File: src/rtl/cpu6_trap_ctrl_pkg.sv
// rtl/cpu6_trap_ctrl_pkg.sv - shared widths, state encodings and cause codes for the cpu6 trap sequencer
package cpu6_trap_ctrl_pkg;

  localparam int CPU6_XLEN        = 32;
  localparam int CPU6_TRAPST_SIZE = 3;

  typedef enum logic [CPU6_TRAPST_SIZE-1:0] {
    CPU6_TRAPST_IDLE    = 3'd0,
    CPU6_TRAPST_TDRAIN  = 3'd1,
    CPU6_TRAPST_TCOMMIT = 3'd2,
    CPU6_TRAPST_RDRAIN  = 3'd3,
    CPU6_TRAPST_RCOMMIT = 3'd4
  } trap_state_e;

  localparam logic CPU6_CAUSE_TMR = 1'b0;
  localparam logic CPU6_CAUSE_EXT = 1'b1;

  function automatic logic irq_pending(input logic mie, input logic mtie,
                                       input logic tmr, input logic ext);
    return mie & (ext | (tmr & mtie));
  endfunction

endpackage

File: src/rtl/cpu6_trap_drain_cnt.sv
// rtl/cpu6_trap_drain_cnt.sv - drain timeout counter with clear/enable and an expiry flag
module cpu6_trap_drain_cnt #(
  parameter int DRAIN_TIMEOUT = 15
) (
  input  logic clk,
  input  logic reset,
  input  logic clr_i,
  input  logic en_i,
  output logic expired_o
);

  localparam int CW = $clog2(DRAIN_TIMEOUT + 1);

  logic [CW-1:0] cnt_q, cnt_d;

  always_comb begin
    cnt_d = cnt_q;
    if (clr_i) begin
      cnt_d = '0;
    end else if (en_i) begin
      cnt_d = cnt_q + CW'(1);
    end
  end

  always_ff @(posedge clk or negedge reset) begin
    if (!reset) begin
      cnt_q <= '0;
    end else begin
      cnt_q <= cnt_d;
    end
  end

  // Fires in the DRAIN_TIMEOUT-th enabled cycle, so the count lands on DRAIN_TIMEOUT at the commit edge.
  assign expired_o = en_i & (cnt_q == CW'(DRAIN_TIMEOUT - 1));

endmodule

File: src/rtl/cpu6_trap_ctrl.sv
// rtl/cpu6_trap_ctrl.sv - interrupt entry / mret return sequencer: drain pipeline, then redirect PC
module cpu6_trap_ctrl
  import cpu6_trap_ctrl_pkg::*;
#(
  parameter int XLEN          = CPU6_XLEN,
  parameter int DRAIN_TIMEOUT = 15
) (
  input  logic            clk,
  input  logic            reset,
  input  logic            validE,
  input  logic [XLEN-1:0] pcE,
  input  logic            mret_reqE,
  input  logic            tmr_irq_r,
  input  logic            ext_irq_r,
  input  logic            csr_mtie_r,
  input  logic            csr_mstatus_mie_r,
  input  logic [XLEN-1:0] csr_mtvec,
  input  logic [XLEN-1:0] csr_mepc,
  input  logic            empty_pipeline_ackW,
  output logic            empty_pipeline_reqE,
  output logic            stallF,
  output logic            killE,
  output logic [XLEN-1:0] excp_mepc,
  output logic            excp_mepc_ena,
  output logic            mret_ena,
  output logic            excp_cause,
  output logic            trap_redirect,
  output logic [XLEN-1:0] trap_pc,
  output logic            drain_err
);

  trap_state_e     state_q, state_d;
  logic [XLEN-1:0] mepc_q, mepc_d;
  logic            cause_q, cause_d;
  logic            drain_err_q, drain_err_d;

  logic irq_pend;
  logic take_trap;
  logic take_mret;
  logic draining;
  logic expired;

  assign irq_pend  = irq_pending(csr_mstatus_mie_r, csr_mtie_r, tmr_irq_r, ext_irq_r);
  // Gated by reset so every output reads 0 while reset is held, even with live inputs.
  assign take_trap = reset & validE & irq_pend;
  assign take_mret = reset & validE & mret_reqE & ~irq_pend;
  assign draining  = (state_q == CPU6_TRAPST_TDRAIN) || (state_q == CPU6_TRAPST_RDRAIN);

  cpu6_trap_drain_cnt #(
    .DRAIN_TIMEOUT(DRAIN_TIMEOUT)
  ) u_drain_cnt (
    .clk      (clk),
    .reset    (reset),
    .clr_i    (~draining),
    .en_i     (draining),
    .expired_o(expired)
  );

  always_ff @(posedge clk or negedge reset) begin
    if (!reset) begin
      state_q     <= CPU6_TRAPST_IDLE;
      mepc_q      <= '0;
      cause_q     <= CPU6_CAUSE_TMR;
      drain_err_q <= 1'b0;
    end else begin
      state_q     <= state_d;
      mepc_q      <= mepc_d;
      cause_q     <= cause_d;
      drain_err_q <= drain_err_d;
    end
  end

  always_comb begin
    state_d     = state_q;
    mepc_d      = mepc_q;
    cause_d     = cause_q;
    drain_err_d = drain_err_q;
    case (state_q)
      CPU6_TRAPST_IDLE: begin
        if (take_trap) begin
          // A simultaneous mret loses; saving its PC makes it re-execute after the handler.
          state_d = CPU6_TRAPST_TDRAIN;
          mepc_d  = pcE;
          cause_d = ext_irq_r ? CPU6_CAUSE_EXT : CPU6_CAUSE_TMR;
        end else if (take_mret) begin
          state_d = CPU6_TRAPST_RDRAIN;
        end
      end
      CPU6_TRAPST_TDRAIN, CPU6_TRAPST_RDRAIN: begin
        if (empty_pipeline_ackW || expired) begin
          state_d = (state_q == CPU6_TRAPST_TDRAIN) ? CPU6_TRAPST_TCOMMIT : CPU6_TRAPST_RCOMMIT;
          if (!empty_pipeline_ackW) begin
            drain_err_d = 1'b1;
          end
        end
      end
      CPU6_TRAPST_TCOMMIT, CPU6_TRAPST_RCOMMIT: state_d = CPU6_TRAPST_IDLE;
      default:                                  state_d = CPU6_TRAPST_IDLE;
    endcase
  end

  always_comb begin
    empty_pipeline_reqE = 1'b0;
    stallF              = 1'b0;
    killE               = 1'b0;
    excp_mepc           = '0;
    excp_mepc_ena       = 1'b0;
    mret_ena            = 1'b0;
    excp_cause          = CPU6_CAUSE_TMR;
    trap_redirect       = 1'b0;
    trap_pc             = '0;
    case (state_q)
      CPU6_TRAPST_IDLE: begin
        if (take_trap || take_mret) begin
          empty_pipeline_reqE = 1'b1;
          stallF              = 1'b1;
          killE               = 1'b1;
        end
      end
      CPU6_TRAPST_TDRAIN, CPU6_TRAPST_RDRAIN: begin
        stallF = 1'b1;
        killE  = 1'b1;
      end
      CPU6_TRAPST_TCOMMIT: begin
        stallF        = 1'b1;
        excp_mepc_ena = 1'b1;
        excp_mepc     = mepc_q;
        excp_cause    = cause_q;
        trap_redirect = 1'b1;
        trap_pc       = csr_mtvec;
      end
      CPU6_TRAPST_RCOMMIT: begin
        stallF        = 1'b1;
        mret_ena      = 1'b1;
        trap_redirect = 1'b1;
        trap_pc       = csr_mepc;
      end
      default: ;
    endcase
  end

  assign drain_err = drain_err_q;

endmodule

File: config.mk
export PLATFORM = sky130hd
export DESIGN_NAME = cpu6_trap_ctrl
export DESIGN_NICKNAME = d
export VERILOG_FILES = /design/src/rtl/cpu6_trap_ctrl_pkg.sv /design/src/rtl/cpu6_trap_drain_cnt.sv /design/src/rtl/cpu6_trap_ctrl.sv
export SDC_FILE = /design/constraint.sdc
export NUM_CORES = 1
export LEC_CHECK = 0
export CAP_MARGIN = 20
export CORE_MARGIN = 5
export CORE_UTILIZATION = 35
export DETAILED_ROUTE_END_ITERATION = 12
export HOLD_SLACK_MARGIN = 0.06
export PLACE_DENSITY = 0.82
export SETUP_SLACK_MARGIN = 0.2
export SLEW_MARGIN = 30
export SYNTH_ARGS = -nofsm -noshare
export SYNTH_HDL_FRONTEND = slang
export SYNTH_SLANG_ARGS = --single-unit
File: constraint.sdc
create_clock -name clk -period 1.9 [get_ports clk]
set_clock_uncertainty 0.15 [all_clocks]
set_input_delay 0.19 -clock clk [delete_from_list [all_inputs] [get_ports clk]]
set_output_delay 0.19 -clock clk [all_outputs]
set_load 0.02 [all_outputs]
==> flow_metrics.py <==
metrics = {
    "synthesis": {
        "synth.distinct_cells": 33,
        "yosysMostFrequentCell": "dfrtp_1",
        "netlist.area_leader.share_pct": 42.71,
        "syn_inst": 191,
        "synth_seq_cells": 41,
        "synth_compound_area_share_pct": 14.64,
        "synth_nets": 298,
        "yosysSeqAreaShare_pct": 42.71,
        "synth-edff-count": 0,
        "synth-async-reset-ratio_pct": 100.0,
        "avgSynthCellArea_sq_um": 12.58,
        "synth-xor-area-share_pct": 0.7292,
        "synth-simple-area-share_pct": 14.37,
        "synth.area.top_cells": "dfrtp_1, mux2_4, a22o_1, and2_1, buf_12",
        "ys_top_cells_by_count": "dfrtp_1, and2_1, a22o_1, mux2_4",
        "yosysTopAreaCell": "dfrtp_1",
        "synth_top_family_by_area": "multiplexers",
        "synth_area_sq_mm": 0.002402,
        "synthFlopType": "dfrtp_1",
        "synth_mux_area_share_pct": 20.16,
        "synthAdderAreaFrac_pct": 1.042,
        "yosysWarnings": 0,
    },
    "placement": {
        "numPortBuffers": 176,
        "place_area_sq_mm": 0.004294,
        "dp_hpwl_mm": 6.506,
        "gp_congestion": 0.8414,
    },
    "global_routing": {
        "grt_pass1_vias": 2599,
        "track_usage_pct": 20.64,
        "grt_first_pass_wirelength_mm": 14.08,
        "grt_max_degree": 35,
        "antenna_found_initial": 0,
        "grt_overflow": 0,
    },
    "clock_tree": {
        "cts_root_buffer": "clkbuf_8",
        "clockBufferDepth": 2,
        "cts_made_buffers": 5,
        "cts.sinks": 41,
        "clk_pin_slew_ns": 0.08,
        "cts_tree": "done",
        "clk_latency_ns": 0.28,
        "h-tree-depth": 2,
    },
    "route": {
        "wl_met3_microns": 761,
        "wl_met1_mm": 3.544,
        "wl_met2_mm": 5.060,
        "drc": 0,
        "ant_nets": 0,
        "wirelength_mm": 9.513,
        "top_layer": "met4",
        "drt_iter0_drc": 38,
        "first_pass_iters": 4,
        "routedWlPerCell_microns": 19.74,
        "via_per_inst": 4.911,
        "num_vias": 2367,
    },
    "critical_path": {
        "r2r_start": "state_q[1]",
        "worst_setup_path_start_kind": "flop",
        "r2r_cells": 9,
        "crit_type": "flop to primary output",
        "regToRegEndpoint": "mepc_q[17]",
        "crit_path_end_kind": "primary output",
        "crit_path_max_fanout": 5,
        "crit_required_ns": 1.56,
        "startpoint": "state_q[1]",
        "arrival_ns": 1.67,
        "cp-endpoint": "trap_pc[22]",
        "r2r_setup_slack_ns": -0.10,
    },
    "finish": {
        "syn_to_final_growth_pct": 110.3,
        "num-fill-cells": 435,
        "fin_util_pct": 75.20,
        "drive_gt1_share_pct": 45.27,
        "multiInputGateArea_sq_mm": 0.001321,
        "fin_area_sq_mm": 0.005052,
        "antennaDiodeCount": 0,
        "register_area_sq_mm": 0.001027,
        "fin_nets": 509,
    },
    "sta": {
        "timing.fmax_ghz": 0.4972,
        "fin_crit_ns": 2.011,
        "layout_setup_ws_ns": -0.1112,
        "slew_violations": 0,
        "finalCritPeriodShare_pct": 105.9,
        "worst_slew_pin_slew_ns": 0.4231,
        "setup_viol": 95,
        "slew-limit-headroom_pct": 71.79,
        "hold_viol_final": 0,
        "rsz0062_at_grt": "true",
    },
    "floorplan": {
        "die_w_microns": 92.85,
        "initial_core_util_pct": 35.75,
        "core_area_sq_mm": 0.006719,
        "num_rows": 30,
        "fp.dieH_microns": 92.85,
        "boundaryPins": 177,
        "dieArea_sq_mm": 0.008620,
    },
    "power": {
        "total_power_mw": 5.559,
        "ir_drop_mv": 0.6825,
        "power.density_mw_per_mm2": 1100,
        "p_leak_nw": 2.302,
    },
    "status": {
        "violations": "negative setup slack",
        "outcome": "finished with violations",
    },
    "run": {
        "max_cap_violations": 0,
    },
    "min_path": {
        "hp-class": "input port to asynchronous set/reset pin",
    },
}
[layout make-up]
| class | instances | area share, % |
|---|---|---|
| Clock buffer | 6 | 1.436 |
| Clock inverter | 1 | 0.1734 |
| Inverter | 1 | 0.07429 |
| Multi-Input combinational cell | 132 | 26.15 |
| Sequential cell | 41 | 20.33 |
| Tap cell | 80 | 1.981 |
| Timing Repair Buffer | 221 | 49.85 |
[placed cells by master, fill, tap and decap left out, types with 3 or more instances in the layout]
cell / instances
buf_12: 8
and2_4: 17
and2_1: 16
nor2_1: 5
nor3b_4: 3
mux2_4: 33
buf_16: 5
a22o_1: 32
buf_6: 79
clkbuf_8: 5
dfrtp_1: 40
buf_4: 16
clkdlybuf4s50_1: 104
clkbuf_16: 5
[per-stage QoR]
step           std cells  setup WS, ns  hold slack [ns]  setup TNS [ns]
6_report             482       -0.1112           0.3211          -6.557
5_1_grt              482       -0.1744           0.3366          -11.95
4_1_cts              474      -0.07598           0.3227          -3.434
3_5_place_dp         446       -0.2289          0.02529          -13.10
3_3_place_gp         446       -0.1669          0.03307          -8.952
2_1_floorplan        191        0.2086          -0.2556               0
[power by group]
part           switching, mW  internal (mW)  total, mW
Clock                  0.288          0.255      0.543
Sequential             0.233           1.25       1.49
Combinational           1.37           2.16       3.53
[worst max-delay path, cell delays in order, from the launching register on]
cell and delay, ns:
dfrtp_1 0.38, buf_4 0.12, nor3b_4 0.28, buf_6 0.20, clkbuf_16 0.15, a22o_1 0.15
buf_6 0.12
[cell families after synthesis]
logic type / Yosys count
adder cells (fa/ha/maj): 2
AO/OA/AOI/OAI: 42
flip-flops: 41
buffers and inverters: 18
AND/OR/NAND/NOR: 53
multiplexers: 33
XOR/XNOR: 2
[state kept, by name, summed over array words and instances, names as in the netlist]
name               flops
state_q                3
drain_err              1
mepc_q                32
u_drain_cnt.cnt_q      4
cause_q                1
[per-layer routing]
layer,vias up,GRT usage (%)
li1,1113,-
met1,1135,22.79
met2,105,38.21
met3,14,6.742
met4,0,4.518
met5,-,0
[worst min-delay path by stage]
stage | startpoint | end | slack (ns) | depth (start not counted)
2_1_floorplan | reset | cause_q | -0.26 | 0
3_3_place_gp | reset | u_drain_cnt.cnt_q[3] | 0.03 | 2
3_5_place_dp | reset | u_drain_cnt.cnt_q[2] | 0.03 | 2
4_1_cts | reset | mepc_q[22] | 0.32 | 3
5_1_grt | reset | u_drain_cnt.cnt_q[2] | 0.34 | 3
6_report | reset | u_drain_cnt.cnt_q[2] | 0.32 | 3
[what timing repair did]
action                     4_1_cts  5_1_grt
setup buffers                   15        2
pin swaps                        9       10
hold buffers                     1        0
hold endpoints to repair        41        0
setup endpoints to repair      106      105
gates resized for setup        450       23
gates cloned                     5        6
Note: power is estimated with default switching activity, not from simulation.
